===== src/rtl/piso_transmitter_pkg.sv =====
// rtl/piso_transmitter_pkg.sv - shared shift-register FSM encodings
// Reused by sibling shift blocks so every block agrees on the state encoding.
package piso_transmitter_pkg;

  localparam logic ST_IDLE  = 1'b0;
  localparam logic ST_SHIFT = 1'b1;

  typedef enum logic {
    IDLE  = ST_IDLE,
    SHIFT = ST_SHIFT
  } shift_state_t;

endpackage


===== src/rtl/piso_transmitter.sv =====
// rtl/piso_transmitter.sv - parallel-in serial-out frame transmitter
// Shifts one WIDTH-bit word out per frame; bit_en paces consumption of each bit.
module piso_transmitter
  import piso_transmitter_pkg::*;
#(
  parameter int WIDTH     = 8,
  parameter bit MSB_FIRST = 1'b1
) (
  input  logic             clk,
  input  logic             rst,
  input  logic [WIDTH-1:0] in_data,
  input  logic             in_valid,
  output logic             in_ready,
  input  logic             bit_en,
  output logic             dout,
  output logic             dout_valid,
  output logic             frame_start,
  output logic             frame_last
);

  localparam int CW = $clog2(WIDTH);
  localparam logic [CW-1:0] CNT_LAST = CW'(WIDTH - 1);

  shift_state_t     state, state_next;
  logic [WIDTH-1:0] shift_reg, shift_next;
  logic [CW-1:0]    cnt, cnt_next;
  logic             last_bit;
  logic             transfer;

  assign last_bit = (cnt == CNT_LAST);

  always_ff @(posedge clk or posedge rst) begin
    if (rst) begin
      state     <= IDLE;
      shift_reg <= '0;
      cnt       <= '0;
    end else begin
      state     <= state_next;
      shift_reg <= shift_next;
      cnt       <= cnt_next;
    end
  end

  always_comb begin
    state_next = state;
    shift_next = shift_reg;
    cnt_next   = cnt;
    in_ready   = 1'b0;
    transfer   = 1'b0;
    case (state)
      IDLE: begin
        in_ready = 1'b1;
      end
      SHIFT: begin
        // Ready only on the edge that consumes the final bit, so a reload has no gap.
        in_ready = last_bit && bit_en;
        if (bit_en && !last_bit) begin
          shift_next = MSB_FIRST ? (shift_reg << 1) : (shift_reg >> 1);
          cnt_next   = cnt + CW'(1);
        end else if (bit_en && last_bit) begin
          state_next = IDLE;
        end
      end
      default: begin
        state_next = IDLE;
      end
    endcase
    transfer = in_valid && in_ready;
    if (transfer) begin
      shift_next = in_data;
      cnt_next   = '0;
      state_next = SHIFT;
    end
  end

  assign dout_valid  = (state == SHIFT);
  assign dout        = dout_valid && (MSB_FIRST ? shift_reg[WIDTH-1] : shift_reg[0]);
  assign frame_start = dout_valid && (cnt == '0);
  assign frame_last  = dout_valid && last_bit;

endmodule


===== config.mk =====
export PLATFORM = sky130hd
export DESIGN_NAME = piso_transmitter
export DESIGN_NICKNAME = d
export VERILOG_FILES = /design/src/rtl/piso_transmitter_pkg.sv /design/src/rtl/piso_transmitter.sv
export SDC_FILE = /design/constraint.sdc
export NUM_CORES = 1
export LEC_CHECK = 0
export CORE_UTILIZATION = 30
export CTS_BUF_LIST = sky130_fd_sc_hd__clkbuf_4 sky130_fd_sc_hd__clkbuf_8 sky130_fd_sc_hd__clkbuf_16
export DETAILED_ROUTE_END_ITERATION = 8
export RECOVER_POWER = 25
export SYNTH_ARGS = -nofsm -noshare
export SYNTH_HDL_FRONTEND = slang
export SYNTH_SLANG_ARGS = --single-unit

===== constraint.sdc =====
create_clock -name clk -period 1.3 [get_ports clk]
set_input_delay 0.26 -clock clk [delete_from_list [all_inputs] [get_ports clk]]
set_output_delay 0.26 -clock clk [all_outputs]
set_load 0.005 [all_outputs]

==> flow_summary.yaml <==
timing:
  fin_hold_ws_ps: 550
  slew_violations: 0
  slew_headroom_pct: 53.6
  rsz0062_at_grt: "yes"
  finalCritPeriodShare_pct: 124
  max_freq_ghz: 0.622
  setup_viol: 15
  worstMarginPinSlew_ps: 696
  fin_skew_ps: 1.64
  timing.final.ws_setup_ps: -308
  min_period_ps: 1610
  hold_viol: 0
synthesis:
  synthDistinctLibCells: 20
  netlist_instances: 73
  yosysTopAreaCell: "dfrtp_1"
  yosys-top-cells-count: "inv_1, dfrtp_1, a222oi_1, o22ai_1, a22o_1"
  yosys_warnings: 0
  synthTopCellsByArea: "dfrtp_1, inv_1, a222oi_1, a22o_1, o22ai_1"
  synth_nets: 88
  synth.cell_area_um2: 708
  synth_top_area_share_pct: 42.4
  ys_seq_area_share_pct: 42.4
  synth_flop_cell: "dfrtp_1"
  synth.most_common_cell: "inv_1"
  avgSynthCellArea_um2: 9.70
  ys_ff_latch: 12
  synth_edf_count: 0
  ys_async_sr_fraction_pct: 100
floorplanning:
  rows: 17
  die_height_um: 50.6
  ios: 17
  core_mm2: 0.00221
  die_area_mm2: 0.00256
  die_w_um: 50.6
  start_util_pct: 32.0
setup_path:
  r2r-start: "cnt[1]"
  crit_path_max_fanout: 3
  slowest_delay_ps: 390
  crit_type: "reg2out"
  cp_top_family: "flip-flops"
  cp.arrival_ps: 1350
  start_kind: "flop"
  crit_buf_inv: 2
  required_ps: 1040
  crit_chain: "buf_6 > ha_4 > ha_4 > and2_4 > buf_6"
  setup.worst_path.start: "cnt[1]"
  critPathCaptureType: "output pin"
  cp_slowest_cell: "dfrtp_1"
  r2r_slack_ps: -280
pwr:
  comb_power_share_pct: 50.1
  power.density_mw_per_mm2: 1570
  pwr-share-clk_pct: 15.4
  power_leakage_nw: 0.596
  p_seq_share_pct: 34.5
  p_switching_mw: 0.660
  ir_worst_vdd_v: 0.000829
  swShare_pct: 33.8
  internal_power_mw: 1.29
  p_total_mw: 1.95
drt:
  num_vias: 722
  finalWirelength_um: 1890
  drc: 0
  vias_per_cell: 5.19
  dr.first_iter.drc_count: 35
  final_antenna_net_count: 0
  drt_pass1_iterations: 5
  wire_per_inst_um: 13.6
cells_and_area:
  fin_area_mm2: 0.00124
  finalNetCount: 127
  syn2layout_area_growth_pct: 75.1
  nFillCells: 198
  n_antenna_cell: 0
  largest_register_ffs: 8
  regArea_um2: 303
  drive_above_1_share_pct: 50.5
  multi_input_area_um2: 445
  final_cells: 139
clocking:
  root_buffer: "clkbuf_4"
  clk_latency_ps: 270
  numCtsBuffers: 3
  path_clk_slew_ps: 80
  cts_sinks: 12
  cts_tree: "yes"
  clockBufferDepth: 2
  htreeDepth: 1
  cts_hold_buf: 0
flow_run:
  drv_cap: 0
global_routing:
  overflow: 0
  grtUsageTotal_pct: 17.4
  grt_pass1_wl_um: 3240
  grt_pass1_vias: 701
  grt_max_degree: 13
  antenna_found_initial: 0
worst_hold_path:
  min_path_type: "in2reg"
  hold_start: "in_data[7]"
run_status:
  outcome: "complete, but fails checks"
  violations: "setup timing"
place:
  dp_hpwl_um: 1220
  pre_cts_ws_ps: -362
  gp_congestion: 0.709
  dp_cells: 129
  placed_area_mm2: 0.00101
  port-buffer-count: 16
worst register-to-register path: cells and delay by family (launching register included):
family,cells,cell delay [ps]
flip-flops,1,390
multiplexers,1,140
buffers and inverters,3,380
AND/OR/NAND/NOR,1,140
AO/OA/AOI/OAI,1,150
adder cells (fa/ha/maj),2,320
placed cells by master, fill, tap and decap left out, drive strengths merged:
master,Yosys,routed
a22o,5,5
clkbuf,0,5
nand2,3,3
and2,2,2
and2b,1,1
inv,20,20
dfrtp,12,12
clkdlybuf4s50,0,10
mux2i,1,1
dlygate4sd3,0,1
a21oi,3,4
a211oi,2,2
o22ai,7,7
ha,3,3
buf,4,25
and3b,1,1
nand2b,2,2
a222oi,7,7
cell type report:
class / count / share of cell area [%]
clock buffer: 4 / 2.93
inverter: 20 / 6.46
multi-input combinational: 38 / 35.9
sequential: 12 / 24.4
tap: 28 / 2.83
timing repair buffer: 37 / 27.4
logic make-up after synthesis:
family | count (synthesis) | share of synthesized area, %
buffers and inverters | 24 | 15.5
and+or+nand+nor | 9 | 7.77
muxes | 1 | 1.41
adders and majority gates | 3 | 5.30
DFF | 12 | 42.4
AOI/OAI and AO/OA | 24 | 27.6
power by group through the flow:
| stage | combinational, mW | clock [mW] | sequential (mW) |
|---|---|---|---|
| final | 0.977 | 0.301 | 0.674 |
| after global routing | 1.08 | 0.333 | 0.693 |
| after CTS | 0.944 | 0.308 | 0.665 |
| after detailed placement | 0.720 | 0 | 0.649 |
| after global placement | 0.698 | 0 | 0.638 |
| after floorplan | 0.437 | 0 | 0.614 |
through the flow:
stage / util, % / setup TNS [ps]
6_report: 56.1 / -3270
5_1_grt: 56.1 / -3940
4_1_cts: 54.8 / -3350
2_1_floorplan: - / -193
3_3_place_gp: 45.7 / -3420
3_5_place_dp: 45.7 / -3700
final timing paths:
kind                           endpoint  depth (start not counted)
max in group asynchronous        cnt[0]                          3
setup / recovery             frame_last                          5
setup reg to reg                 cnt[0]                          8
min in group asynchronous  shift_reg[2]                          3
hold reg to reg                  cnt[0]                          1
hold / removal             shift_reg[7]                          3
what timing repair did:
item                                    CTS  global route
gates resized for setup                  47            11
gates cloned                              1             0
endpoints found under the setup margin   16            16
pin swaps                                10            11
setup buffers                             7             2
layer usage:
layer | up-vias | GRT usage, % | routed length (um)
met3 | 5 | 3.64 | 66
met5 | - | 0 | 0
met2 | 17 | 28.2 | 934
met4 | 0 | 8.33 | 34
met1 | 361 | 21.7 | 859
li1 | 339 | - | -
Power figures use the tool's default switching activity.
